`config.mk`:
```
export PLATFORM = sky130hd
export DESIGN_NAME = player_move_ctrl
export DESIGN_NICKNAME = d
export VERILOG_FILES = /design/src/rtl/player_move_ctrl.sv
export SDC_FILE = /design/constraint.sdc
export NUM_CORES = 1
export LEC_CHECK = 0
export BUFFER_PORTS_ARGS = -buffer_cell sky130_fd_sc_hd__buf_2
export CAP_MARGIN = 40
export CORE_MARGIN = 8
export CORE_UTILIZATION = 45
export CTS_CLUSTER_DIAMETER = 120
export DETAILED_ROUTE_END_ITERATION = 7
export PLACE_DENSITY = 0.67
export SYNTH_ARGS = -nofsm -noshare
export SYNTH_HDL_FRONTEND = slang
export SYNTH_SLANG_ARGS = --single-unit
export TNS_END_PERCENT = 20
```
`constraint.sdc`:
```
create_clock -name clk -period 3.1 [get_ports clk]
set_clock_uncertainty 0.1 [all_clocks]
set_input_delay 0.31 -clock clk [delete_from_list [all_inputs] [get_ports clk]]
set_output_delay 0.31 -clock clk [all_outputs]
set_load 0.02 [all_outputs]
```
`src/rtl/player_move_ctrl.sv`:
```
// -----------------------------------------------------------------------------
// player_move_ctrl
//
// Purpose
//   Moves the player one tile through the maze for each direction request.
//   The target map row is fetched over the map-ROM port, which is shared with
//   the VGA renderer through a req/gnt handshake. The wall bit for the target
//   column is then tested, and the move is either committed or reported as
//   blocked. After a committed move a cooldown limits the step rate, so a held
//   button gives evenly spaced steps.
//
// Parameters
//   START_COL    reset column of the player tile (0..MAP_WIDTH-1)
//   START_ROW    reset row of the player tile    (0..MAP_HEIGHT-1)
//   STEP_CYCLES  cooldown cycles after a committed move (0 = no cooldown)
//   CNT_W        cooldown counter width, >= clog2(STEP_CYCLES+1)
//   MAP_WIDTH    maze width in tiles  (row word width)
//   MAP_HEIGHT   maze height in tiles
//
// Ports
//   clk         in   system clock
//   resetn      in   asynchronous active-low reset
//   dir_valid   in   direction request strobe, sampled only while idle
//   dir         in   00=UP(row-1) 01=DOWN(row+1) 10=LEFT(col-1) 11=RIGHT(col+1)
//   map_req     out  request for the shared map-ROM port
//   map_addr    out  row address to the ROM, valid while map_req=1
//   map_gnt     in   grant; the ROM latches map_addr when map_req & map_gnt
//   map_data    in   row word, valid the cycle after the grant;
//                    bit MAP_WIDTH-1-col holds tile col (1 = wall)
//   player_col  out  current tile column
//   player_row  out  current tile row
//   moved       out  1-cycle pulse: move committed
//   blocked     out  1-cycle pulse: move rejected (wall or off the map)
//   busy        out  high in every state except IDLE
// -----------------------------------------------------------------------------
module player_move_ctrl #(
  parameter int START_COL   = 1,
  parameter int START_ROW   = 8,
  parameter int STEP_CYCLES = 2500000,
  parameter int CNT_W       = 22,
  parameter int MAP_WIDTH   = 20,
  parameter int MAP_HEIGHT  = 10
) (
  input  logic                 clk,
  input  logic                 resetn,
  input  logic                 dir_valid,
  input  logic [1:0]           dir,
  output logic                 map_req,
  output logic [3:0]           map_addr,
  input  logic                 map_gnt,
  input  logic [MAP_WIDTH-1:0] map_data,
  output logic [4:0]           player_col,
  output logic [3:0]           player_row,
  output logic                 moved,
  output logic                 blocked,
  output logic                 busy
);

  typedef enum logic [1:0] {
    S_IDLE = 2'd0,
    S_REQ  = 2'd1,
    S_DATA = 2'd2,
    S_COOL = 2'd3
  } state_e;

  typedef enum logic [1:0] {
    DIR_UP    = 2'b00,
    DIR_DOWN  = 2'b01,
    DIR_LEFT  = 2'b10,
    DIR_RIGHT = 2'b11
  } dir_e;

  // Target arithmetic runs 7 bits wide and signed, so a step off either edge
  // shows up as a negative or too-large value instead of wrapping.
  localparam logic signed [6:0] MAP_W_S  = 7'(MAP_WIDTH);
  localparam logic signed [6:0] MAP_H_S  = 7'(MAP_HEIGHT);
  localparam logic [CNT_W-1:0]  STEP_CNT = CNT_W'(STEP_CYCLES);

  state_e           state_q, state_d;
  logic [4:0]       col_q, col_d;
  logic [3:0]       row_q, row_d;
  logic [4:0]       tcol_q, tcol_d;
  logic [3:0]       trow_q, trow_d;
  logic             moved_q, moved_d;
  logic             blocked_q, blocked_d;
  logic [CNT_W-1:0] cnt_q, cnt_d;

  logic signed [6:0]    tcol_s, trow_s;
  logic                 off_map;
  logic [MAP_WIDTH-1:0] row_by_col;
  logic                 wall_hit;

  // ---------------------------------------------------------------------------
  // Target tile for the requested direction, computed from the live position.
  // ---------------------------------------------------------------------------
  always_comb begin
    tcol_s = $signed({2'b00, col_q});
    trow_s = $signed({3'b000, row_q});
    unique case (dir_e'(dir))
      DIR_UP:    trow_s = trow_s - 7'sd1;
      DIR_DOWN:  trow_s = trow_s + 7'sd1;
      DIR_LEFT:  tcol_s = tcol_s - 7'sd1;
      DIR_RIGHT: tcol_s = tcol_s + 7'sd1;
      default:   ;
    endcase
    off_map = (tcol_s < 7'sd0) || (tcol_s >= MAP_W_S) ||
              (trow_s < 7'sd0) || (trow_s >= MAP_H_S);
  end

  // The ROM stores column 0 in the MSB. Reversing the word lets the wall bit
  // be picked directly by column number.
  always_comb begin
    for (int i = 0; i < MAP_WIDTH; i++) begin
      row_by_col[i] = map_data[MAP_WIDTH-1-i];
    end
  end

  assign wall_hit = row_by_col[tcol_q];

  // ---------------------------------------------------------------------------
  // State register (also holds position, latched target, pulses and counter)
  // ---------------------------------------------------------------------------
  // NOTE: every register here is written with <= so all of them update
  // together from values settled before the edge; using = would let later
  // lines see earlier updates from the same edge.
  always_ff @(posedge clk or negedge resetn) begin
    if (!resetn) begin
      state_q   <= S_IDLE;
      col_q     <= 5'(START_COL);
      row_q     <= 4'(START_ROW);
      tcol_q    <= '0;
      trow_q    <= '0;
      moved_q   <= 1'b0;
      blocked_q <= 1'b0;
      cnt_q     <= '0;
    end else begin
      state_q   <= state_d;
      col_q     <= col_d;
      row_q     <= row_d;
      tcol_q    <= tcol_d;
      trow_q    <= trow_d;
      moved_q   <= moved_d;
      blocked_q <= blocked_d;
      cnt_q     <= cnt_d;
    end
  end

  // ---------------------------------------------------------------------------
  // Next-state logic
  // ---------------------------------------------------------------------------
  // NOTE: every signal gets a hold/idle default before the case statement.
  // A path that missed an assignment would otherwise infer a latch.
  always_comb begin
    state_d   = state_q;
    col_d     = col_q;
    row_d     = row_q;
    tcol_d    = tcol_q;
    trow_d    = trow_q;
    moved_d   = 1'b0;
    blocked_d = 1'b0;
    cnt_d     = cnt_q;

    unique case (state_q)
      S_IDLE: begin
        if (dir_valid) begin
          if (off_map) begin
            // Rejected without touching the ROM. The request is not answered
            // while the previous result pulse is still high, so moved/blocked
            // never sit high on two back-to-back cycles. A held button simply
            // retries on the next cycle.
            blocked_d = !(moved_q || blocked_q);
          end else begin
            tcol_d  = tcol_s[4:0];
            trow_d  = trow_s[3:0];
            state_d = S_REQ;
          end
        end
      end

      S_REQ: begin
        // The address comes from trow_q, so it stays stable while the
        // renderer holds the port.
        if (map_gnt) begin
          state_d = S_DATA;
        end
      end

      S_DATA: begin
        if (wall_hit) begin
          blocked_d = 1'b1;
          state_d   = S_IDLE;
        end else begin
          col_d   = tcol_q;
          row_d   = trow_q;
          moved_d = 1'b1;
          state_d = (STEP_CYCLES == 0) ? S_IDLE : S_COOL;
        end
      end

      S_COOL: begin
        // The first COOL cycle overlaps the moved pulse. STEP_CYCLES more
        // cycles follow before IDLE, so a held button steps every
        // 3 + STEP_CYCLES + 1 cycles.
        if (cnt_q == STEP_CNT) begin
          cnt_d   = '0;
          state_d = S_IDLE;
        end else begin
          cnt_d = cnt_q + 1'b1;
        end
      end

      default: state_d = S_IDLE;
    endcase
  end

  // ---------------------------------------------------------------------------
  // Outputs. map_req and busy decode the state directly, so an asynchronous
  // reset drops them at once.
  // ---------------------------------------------------------------------------
  always_comb begin
    map_req    = (state_q == S_REQ);
    busy       = (state_q != S_IDLE);
    map_addr   = trow_q;
    player_col = col_q;
    player_row = row_q;
    moved      = moved_q;
    blocked    = blocked_q;
  end

endmodule

```
Word level (Yosys, flattened, before mapping)
Cells that the tools add are included.
{ "word_totals": {"reg_bits": 44, "inputBits": 26, "out_inout_bits": 17, "wordCells": 59} }
{ "classes": {"addsub": 5, "order_cmp": 5, "n_eq_ne": 11, "muxes": 17, "bitwise": 2, "reduce_logical": 11} }
{ "ops": {"columns": ["op", "n"], "rows": [
  ["$pmux W7 S2", 2],
  ["$add A22 B1 Y22 const B", 1],
  ["$eq A22 B22 Y1 const B", 1],
  ["$mux W22", 1],
  ["$lt A7 B1 Y1 const B", 2],
  ["$mux W2", 5],
  ["$eq A2 B2 Y1 const B", 4],
  ["$pmux W2 S4", 1],
  ["$ge A7 B5 Y1 const B", 1],
  ["$ge A7 B6 Y1 const B", 1],
  ["$add A5 B1 Y6 const B", 1],
  ["$lt A5 B6 Y1 const B", 1],
  ["$mux W1", 6],
  ["$ne A2 B2 Y1 const B", 3],
  ["$sub A5 B1 Y6 const B", 1],
  ["$add A4 B1 Y5 const B", 1],
  ["$bmux W1 S5", 1],
  ["$sub A4 B1 Y5 const B", 1],
  ["$eq A2 B1 Y1 const B", 2],
  ["$logic_not A2 Y1", 2],
  ["$logic_or A1 B1 Y1", 4],
  ["$reduce_and A4 Y1", 1],
  ["$reduce_and A3 Y1", 1],
  ["$ne A2 B1 Y1 const B", 1],
  ["other kinds (5)", 6]
]} }

Longest topological paths before layout
Gate-level depths: netlist of the first run.
{ "logic_depth": {"ltp_word": 9, "ltp_mapped": 9, "ltp_nobuf": 8} }

Worst setup path after synthesis of the first run
OpenSTA, ideal clock, no wires.
{ "synth_path": {"path_kind": "reg2reg", "start": "register col_q[0] (netlist: player_col[0])", "end": "register trow_q[0] (netlist: map_addr[0])", "setup_ps": 125, "arrival_time_ps": 2100, "required_time_ps": 2875, "path_slack_ps": 775, "path_stages_with_launch": 9, "n_path_buf": 0, "period_less_slack_ps": 2325, "cell_sequence": "dfstp_2 > inv_1 > ha_1 > mux2_2 > nand2_1 > a21oi_1 > o41ai_4 > nand4_4 > mux2_2"} }
{ "synth_via": {"elab_chain_cells": 8, "elab_cells_between_ends": 10, "classes_between": "add/sub (2); order compare (2); mux (1); bitwise (1); reduce/logical (4)"} }
{ "synth_lines": {"columns": ["item", "line_no", "source"], "rows": [
  ["from (decl)", "80", "logic [4:0] col_q, col_d;"],
  ["from (signal assigned)", "129", "col_q <= 5'(START_COL);"],
  ["from (signal assigned)", "138", "col_q <= col_d;"],
  ["$add A5 B1 Y6 / $sub A5 B1 Y6 (equally long branches)", "103, 102", null],
  ["$pmux W7 S2 (*)", "99", "unique case (dir_e'(dir))"],
  ["$lt A7 B1 Y1 / $ge A7 B6 Y1 (equally long branches)", "106", "off_map = (tcol_s < 7'sd0) || (tcol_s >= MAP_W_S) ||"],
  ["$logic_or A1 B1 Y1 (*) (2 in a row)", "106", null],
  ["$logic_or A1 B1 Y1 (*)", "107", "(trow_s < 7'sd0) || (trow_s >= MAP_H_S);"],
  ["$not A1 Y1 (no source line) (*)", null, null],
  ["$reduce_and A3 Y1 (no source line) (*)", null, null],
  ["to (signal assigned)", "141", "trow_q <= trow_d;"],
  ["to (decl)", "83", "logic [3:0] trow_q, trow_d;"]
]} }
Mark *: on every way between the ends. The rest lies on a longest branch, timed or not.
A chain may end at the register's enable or synchronous reset.

Worst setup path after layout of the first run
{ "layout_path": {"start": "register col_q[0] (netlist: player_col[0])", "end": "register tcol_q[0]"} }
{ "layout_via": {"elab_chain_cells": 8, "elab_cells_between_ends": 10, "classes_between": "add/sub (2); order compare (2); mux (1); bitwise (1); reduce/logical (4)"} }
{ "layout_lines": {"columns": ["item", "line_no", "source"], "rows": [
  ["$add A5 B1 Y6 / $sub A5 B1 Y6 (equally long branches)", "103, 102", null],
  ["$pmux W7 S2 (*)", "99", null],
  ["$lt A7 B1 Y1 / $ge A7 B6 Y1 (equally long branches)", "106", null],
  ["$logic_or A1 B1 Y1 (2 in a row)", "106", null],
  ["$logic_or A1 B1 Y1", "107", null],
  ["$not A1 Y1 (no source line)", null, null],
  ["$reduce_and A3 Y1 (no source line)", null, null],
  ["to (signal assigned)", "140", "tcol_q <= tcol_d;"],
  ["to (decl)", "82", "logic [4:0] tcol_q, tcol_d;"]
]} }
Marks and branches as above.

==> results of run 1 <==
==> flip-flops by register name, indices dropped and copies added, names as in the netlist <==
signal	count
cnt_q	22
player_col	5
tcol_q	5
map_addr	4
player_row	4
state_q	2
blocked	1
moved	1
==> area by class of cell <==
cell class | instances | area share
clock buffer | 5 | 0.0228
timing repair buffer | 48 | 0.0922
multi-input combinational | 188 | 0.462
clock inverter | 3 | 0.0154
sequential | 44 | 0.366
tap | 72 | 0.0299
inverter | 9 | 0.0112
==> Yosys cell counts (4+ instances only) <==
cell      instances
nand3_1          10
dfrtp_1          42
mux2i_1           4
buf_2             4
nand4_1           9
ha_1              6
xnor2_1          12
mux4_2            4
mux2_2           19
clkbuf_1          4
nand2b_1          6
inv_1             9
o21ai_0          21
and3_1            7
nand2_1          25
xor2_1            9
nor2_1           14
==> power groups by stage <==
stage	registers, mW	logic (mW)	clock network [mW]
after floorplan	0.592	0.0410	0
after global placement	0.593	0.0741	0
after detailed placement	0.593	0.0803	0
after CTS	0.582	0.0817	0.459
after global routing	0.583	0.0892	0.481
final	0.582	0.0801	0.443
==> timing repair <==
item / CTS / global route
endpoints found under the hold margin: 22 / 0
endpoints found under the setup margin: 0 / 0
hold buffers: 1 / 0
==> cells by family after synthesis <==
logic type,count (synthesis),synth area share
AOI/OAI and AO/OA,34,0.0846
xor gates and xnor gates,21,0.0715
adders and majority gates,6,0.0292
buffers and inverters,18,0.0297
DFF,44,0.429
muxes,27,0.134
and+or+nand+nor,100,0.223
==> per-layer routing <==
metal	global-route usage	wire length [um]	up-vias
li1	-	-	991
met1	0.168	2490	980
met2	0.233	2730	34
met3	0.0432	304	8
met4	0.0491	73	0
met5	0	0	-
==> critical path, delay by kind of cell (launching register included) <==
kind                     cells  cell delay [ns]
buffers and inverters        1             0.06
multiplexers                 2             0.62
AND/OR/NAND/NOR              2             0.40
AO/OA/AOI/OAI                2             0.42
adder cells (fa/ha/maj)      1             0.20
flip-flops                   1             0.60
==> worst max-delay path by stage <==
stage                  start             to  slack [ns]  cells past startpoint
3_3_place_gp   player_col[0]      tcol_q[0]        0.65                      8
3_5_place_dp   player_col[0]      tcol_q[4]        0.63                      8
4_1_cts        player_col[0]      tcol_q[0]        0.58                      8
2_1_floorplan  player_col[0]    map_addr[0]        0.78                      8
5_1_grt            tcol_q[0]  player_col[3]        0.46                      6
6_report       player_col[0]      tcol_q[0]        0.60                      8
==> metrics by stage <==
stage | worst slack (ns) | hold WS (ns) | total power, mW | util
5_1_grt | 0.455 | 0.182 | 1.15 | 0.547
2_1_floorplan | 0.775 | -0.0856 | 0.633 | -
3_3_place_gp | 0.654 | 0.381 | 0.667 | 0.520
4_1_cts | 0.583 | 0.175 | 1.12 | 0.547
3_5_place_dp | 0.628 | 0.239 | 0.673 | 0.525
6_report | 0.600 | 0.180 | 1.11 | 0.547
==> out/metrics.json, run 1 <==
{
  "setup_path": {
    "cp_peak_stage_delay_ns": 0.60,
    "reg2regPathDepth": 8,
    "cpMaxStageDelayCell": "dfstp_2",
    "r2r_slack_ns": 0.60,
    "reg2reg_start": "player_col[0]",
    "crit_arrival_ns": 2.58,
    "crit_top_cell": "mux2_2",
    "crit_required_ns": 3.18,
    "worst_setup_path_end_kind": "flop",
    "timing.setup.critical_path_class": "flop to flop",
    "crit_path_launch_type": "flop",
    "worst_r2r_endpoint": "tcol_q[0]",
    "crit_path_cell_trace": "inv_1 > ha_1 > mux2_2 > nand2_1 > a21oi_1 > o41ai_4 > nand4_4 > mux2_2",
    "timing.critical_path.fanout_max": 10
  },
  "detailed_routing": {
    "route.final.wire_length_mm": 5.60,
    "drt-initial-drc-count": 105,
    "drt_pre_antenna_iters": 4,
    "number_of_nets_with_antenna_violations_after_detailed_routing": 0,
    "vias_per_cell": 5.46,
    "detail_route.wl_per_cell_um": 15.2,
    "remaining_drc_errors": 0,
    "route.vias.total": 2013
  },
  "cts": {
    "post_cts_setup_repair_buffer_count": 0,
    "cts-resized-gates": 0,
    "clock_insertion_delay_worst_skew_ns": 0.30,
    "cts_sinks": 44,
    "cts-buffers-inserted": 5,
    "clock_tree.buffer_depth": 2,
    "cts_tree": "yes",
    "clock_tree.root_cell": "clkbuf_8",
    "htree_levels": 2,
    "worst_setup_hold_path_clk_slew_ns": 0.08
  },
  "floorplanning": {
    "die-width_um": 91.6,
    "number_of_i_o_pins": 43,
    "start_util": 0.467,
    "overall_die_height_um": 91.6,
    "design.die.area_um2": 8400,
    "row_count": 27,
    "floorplan.core_area_um2": 5510
  },
  "global_route": {
    "overflow": 0,
    "grt_util_all_layers": 0.140,
    "grt_start_max_net_pins": 25,
    "wire_length_of_the_first_global_routing_pass_mm": 9.76,
    "via_count_of_the_first_global_routing_pass": 2030,
    "antenna_violations_before_repair": 0
  },
  "pwr": {
    "vdd_drop_max_v": 0.000229,
    "power_switching_share": 0.223,
    "p_switching_mw": 0.246,
    "power.leakage_nw": 1.41,
    "internal_power_mw": 0.859,
    "power.density_nw_per_um2": 367,
    "p_seq_frac": 0.526,
    "clockPowerShare": 0.401,
    "share_comb_of_total_power": 0.072
  },
  "placement": {
    "dp.final_hpwl_mm": 4.24,
    "placed_cells_incl_taps": 360,
    "port-buffer-count": 42,
    "gpl.final_weighted_congestion": 0.847,
    "place_area_um2": 2890
  },
  "final_layout": {
    "layout.filler_cells": 493,
    "growth_of_design_area_from_synthesis_to_finish_pct": 17.1,
    "finish.instance_area_um2": 3010,
    "antenna_cells": 0,
    "mostFrequentLayoutCells": "42 x dfrtp_1, 42 x buf_2, 25 x nand2_1, 21 x o21ai_0, 19 x mux2_2",
    "footprint_of_the_multi_input_gates_um2": 1390,
    "design.final.nets": 328,
    "drive_above_1_share": 0.290,
    "stdcell_count": 369,
    "seqCellArea_um2": 1100
  },
  "logic_synthesis": {
    "synth-warning-count": 0,
    "syn-num-nets": 282,
    "ys_seq_elements": 44,
    "post_synth_num_cell_types": 47,
    "yosysSeqAreaShare": 0.429,
    "yosys-top-cells-area": "dfrtp_1 41%, mux2_2 8.3%, o21ai_0 4.1%, xnor2_1 4.1%, nand2_1 3.6%",
    "yosysTopAreaCellShare": 0.408,
    "synth_area_leader_cell": "dfrtp_1",
    "synth_edf_count": 0,
    "synth_cells": 250,
    "synth.avg_cell_area_um2": 10.3,
    "mappedNetlistArea_um2": 2570,
    "async_s_r_ff_share_synth": 1.00,
    "yosys_most_used_dff": "dfrtp_1"
  },
  "timing": {
    "finalSetupTns_ns": 0,
    "grt_setup_unrepaired": "no",
    "share_of_the_cycle_needed_by_the_critical_path_after_routing": 0.807,
    "max_slew_headroom_at_the_worst_pin": 0.620,
    "timing.final.max_slew_violations": 0,
    "fmax_ghz": 0.400,
    "finalSetupViolCount": 0,
    "tightest_slew_ns": 0.570,
    "finalHoldViolCount": 0,
    "final_period_minus_worst_setup_slack_ns": 2.50
  },
  "hold_path": {
    "hold_end": "state_q[1]",
    "holdCritStartpoint": "map_gnt",
    "hold_path_depth": 3,
    "hold_class": "input pin to flop"
  },
  "status": {
    "status": "finished clean"
  },
  "run": {
    "drv.max_cap_violation_count": 0
  }
}
Power figures use the tool's default switching activity.
==> run 2: changes to the inputs <==
Settings changed: PLACE_DENSITY 0.67 to 0.7.
Clock period 3.1 ns to 2.1 ns, I/O delays scaled along.
==> out/metrics.json, run 2 (synthesized netlist as in run 1, its figures left out) <==
{
  "setup_path": {
    "crit_required": {"value": 2.18, "unit": "ns", "change": "-1.00 ns"},
    "worst_setup_path_end_kind": "flop",
    "r2r_slack": {"value": -0.23, "unit": "ns", "change": "-0.83 ns"},
    "crit_path_launch_type": "flop",
    "crit_arrival": {"value": 2.41, "unit": "ns", "change": "-0.17 ns"},
    "reg2regPathDepth": {"value": 9, "change": "+1"},
    "timing.critical_path.fanout_max": {"value": 5, "change": "-5"},
    "reg2reg_start": "player_col[0]",
    "worst_r2r_endpoint": "map_addr[3]",
    "cpMaxStageDelayCell": "dfstp_2",
    "timing.setup.critical_path_class": "flop to flop",
    "crit_top_cell": "mux2_4",
    "crit_path_cell_trace": "inv_2 > ha_4 > mux2_4 > nand2_4 > a21oi_4 > o41ai_4 > buf_4 > nand4_4 > mux2_4",
    "cp_peak_stage_delay": {"value": 0.60, "unit": "ns", "change": "about the same"}
  },
  "floorplanning": {
    "overall_die_height": {"value": 91.6, "unit": "um", "change": "unchanged"},
    "start_util": {"value": 0.467, "change": "unchanged"},
    "number_of_i_o_pins": {"value": 43, "change": "unchanged"},
    "row_count": {"value": 27, "change": "unchanged"},
    "floorplan.core_area": {"value": 5510, "unit": "um2", "change": "unchanged"},
    "die-width": {"value": 91.6, "unit": "um", "change": "unchanged"},
    "design.die.area": {"value": 8400, "unit": "um2", "change": "unchanged"}
  },
  "placement": {
    "gpl.final_weighted_congestion": {"value": 0.828, "change": "-2.2%"},
    "dp.final_hpwl": {"value": 4.81, "unit": "mm", "change": "+13%"},
    "place_area": {"value": 3120, "unit": "um2", "change": "+7.8%"},
    "port-buffer-count": {"value": 42, "change": "unchanged"}
  },
  "global_route": {
    "overflow": {"value": 0, "change": "unchanged"},
    "antenna_violations_before_repair": {"value": 0, "change": "unchanged"},
    "grt_util_all_layers": {"value": 0.158, "change": "+0.0171"},
    "grt_start_max_net_pins": {"value": 34, "change": "+36%"},
    "via_count_of_the_first_global_routing_pass": {"value": 2259, "change": "+11%"},
    "wire_length_of_the_first_global_routing_pass": {"value": 10.9, "unit": "mm", "change": "+12%"}
  },
  "hold_path": {
    "holdCritStartpoint": "map_gnt",
    "hold_class": "input pin to flop",
    "hold_path_depth": {"value": 3, "change": "unchanged"},
    "hold_end": "state_q[1]"
  },
  "final_layout": {
    "layout.filler_cells": {"value": 438, "change": "-11%"},
    "footprint_of_the_multi_input_gates": {"value": 1580, "unit": "um2", "change": "+13%"},
    "mostFrequentLayoutCells": "42 x buf_2, 37 x dfrtp_1, 36 x buf_4, 24 x nand2_1, 17 x o21ai_0",
    "flip_flop_count_of_the_largest_register_all_copies_and_words_added": {"value": 22, "change": "unchanged"},
    "drive_above_1_share": {"value": 0.441, "change": "+0.152"},
    "finish.instance_area": {"value": 3450, "unit": "um2", "change": "+14%"},
    "design.final.nets": {"value": 362, "change": "+10%"},
    "antenna_cells": {"value": 0, "change": "unchanged"},
    "growth_of_design_area_from_synthesis_to_finish_pct": 34.0,
    "seqCellArea": {"value": 1110, "unit": "um2", "change": "+0.57%"},
    "mostFrequentLayoutCell": "buf_2",
    "regMostFlops": "cnt_q"
  },
  "timing": {
    "finalSetupViolCount": {"value": 18, "change": "+18"},
    "finalHoldWorstSlack": {"value": 0.0869, "unit": "ns", "change": "-0.0929 ns"},
    "tightest_slew": {"value": 0.706, "unit": "ns", "change": "+0.135 ns"},
    "finalHoldViolCount": {"value": 0, "change": "unchanged"},
    "fmax": {"value": 0.429, "unit": "GHz", "change": "+7.3%"},
    "timing.final.max_slew_violations": {"value": 0, "change": "unchanged"},
    "grt_setup_unrepaired": "yes",
    "share_of_the_cycle_needed_by_the_critical_path_after_routing": {"value": 1.11, "change": "+0.303"},
    "layout_setup_ws": {"value": -0.229, "unit": "ns", "change": "-0.829 ns"},
    "final_period_minus_worst_setup_slack": {"value": 2.33, "unit": "ns", "change": "-0.171 ns"},
    "max_slew_headroom_at_the_worst_pin": {"value": 0.530, "change": "-0.0902"}
  },
  "cts": {
    "cts-buffers-inserted": {"value": 5, "change": "unchanged"},
    "cts_sinks": {"value": 44, "change": "unchanged"},
    "htree_levels": {"value": 2, "change": "unchanged"},
    "clock_tree.root_cell": "clkbuf_8",
    "worst_setup_hold_path_clk_slew": {"value": 0.08, "unit": "ns", "change": "about the same"},
    "clock_insertion_delay_worst_skew": {"value": 0.29, "unit": "ns", "change": "about the same"},
    "clock_tree.buffer_depth": {"value": 2, "change": "unchanged"},
    "cts_tree": "yes"
  },
  "status": {
    "status": "finished with violations",
    "failed_checks": "setup timing"
  },
  "pwr": {
    "power.density": {"value": 496, "unit": "nW/um2", "change": "+35%"},
    "power.leakage": {"value": 1.64, "unit": "nW", "change": "+16%"},
    "vdd_drop_max": {"value": 0.000471, "unit": "V", "change": "+110%"}
  },
  "detailed_routing": {
    "drt-initial-drc-count": {"value": 71, "change": "-32%"},
    "remaining_drc_errors": {"value": 0, "change": "unchanged"},
    "drt_pre_antenna_iters": {"value": 4, "change": "unchanged"},
    "route.vias.total": {"value": 2179, "change": "+8.2%"},
    "detail_route.wl_per_cell": {"value": 16.1, "unit": "um", "change": "+6.1%"},
    "route.final.wire_length": {"value": 6.49, "unit": "mm", "change": "+16%"},
    "number_of_nets_with_antenna_violations_after_detailed_routing": {"value": 0, "change": "unchanged"},
    "vias_per_cell": {"value": 5.41, "change": "-0.89%"}
  },
  "run": {
    "drv.max_cap_violation_count": {"value": 0, "change": "unchanged"}
  }
}
-- run 2: report_power, final --
part           switching [mW]  internal, mW  total, mW
sequential            0.00829         0.852      0.860
combinational          0.0742        0.0802      0.154
clock                   0.276         0.420      0.696
total                   0.358          1.35       1.71
-- run 2: area by class of cell --
cell class | count | area share
clock inverter | 1 | 0.00871
tap | 72 | 0.0261
timing repair buffer | 81 | 0.149
clock buffer | 7 | 0.0279
sequential | 44 | 0.322
inverter | 9 | 0.00979
multi-input combinational | 189 | 0.457
-- run 2: how the worst max path moves through the flow --
stage | from | to | slack, ns
finish | player_col[0] | map_addr[3] | -0.23
CTS | player_col[0] | map_addr[1] | -0.21
detailed placement | player_row[1] | map_addr[0] | -0.30
floorplan | player_col[0] | map_addr[1] | -0.19
global route | player_col[0] | map_addr[1] | -0.33
global placement | tcol_q[0] | player_row[1] | -0.23
-- run 2: worst max-delay path, delay by kind of cell, from the launching register on --
family / cells / cell delay, ns
muxes: 2 / 0.62
and+or+nand+nor: 2 / 0.23
DFF: 1 / 0.60
adders and majority gates: 1 / 0.15
AOI/OAI and AO/OA: 2 / 0.26
buffers and inverters: 2 / 0.26
-- run 2: what timing repair did --
item	CTS	global route
resized for setup	12	22
setup buffers	3	1
hold buffers	1	0
pin swaps	8	4
hold endpoints to repair	29	0
cloned	1	0
endpoints found under the setup margin	19	35
-- run 2: stage by stage --
| step | cells | setup WS (ns) | power [mW] | utilization | setup TNS (ns) |
|---|---|---|---|---|---|
| final | 403 | -0.229 | 1.71 | 0.626 | -3.06 |
| after global routing | 403 | -0.327 | 1.79 | 0.626 | -4.95 |
| after CTS | 402 | -0.212 | 1.72 | 0.608 | -2.67 |
| after detailed placement | 389 | -0.299 | 1.01 | 0.566 | -4.59 |
| after global placement | 389 | -0.228 | 1.01 | 0.566 | -3.79 |
| after floorplan | 250 | -0.189 | 0.938 | - | -2.20 |
-- run 2: metal layers --
layer	share of wire	GRT usage
met5	0	0
met3	0.047	0.0432
met4	0.0072	0.0327
met1	0.42	0.183
met2	0.53	0.282
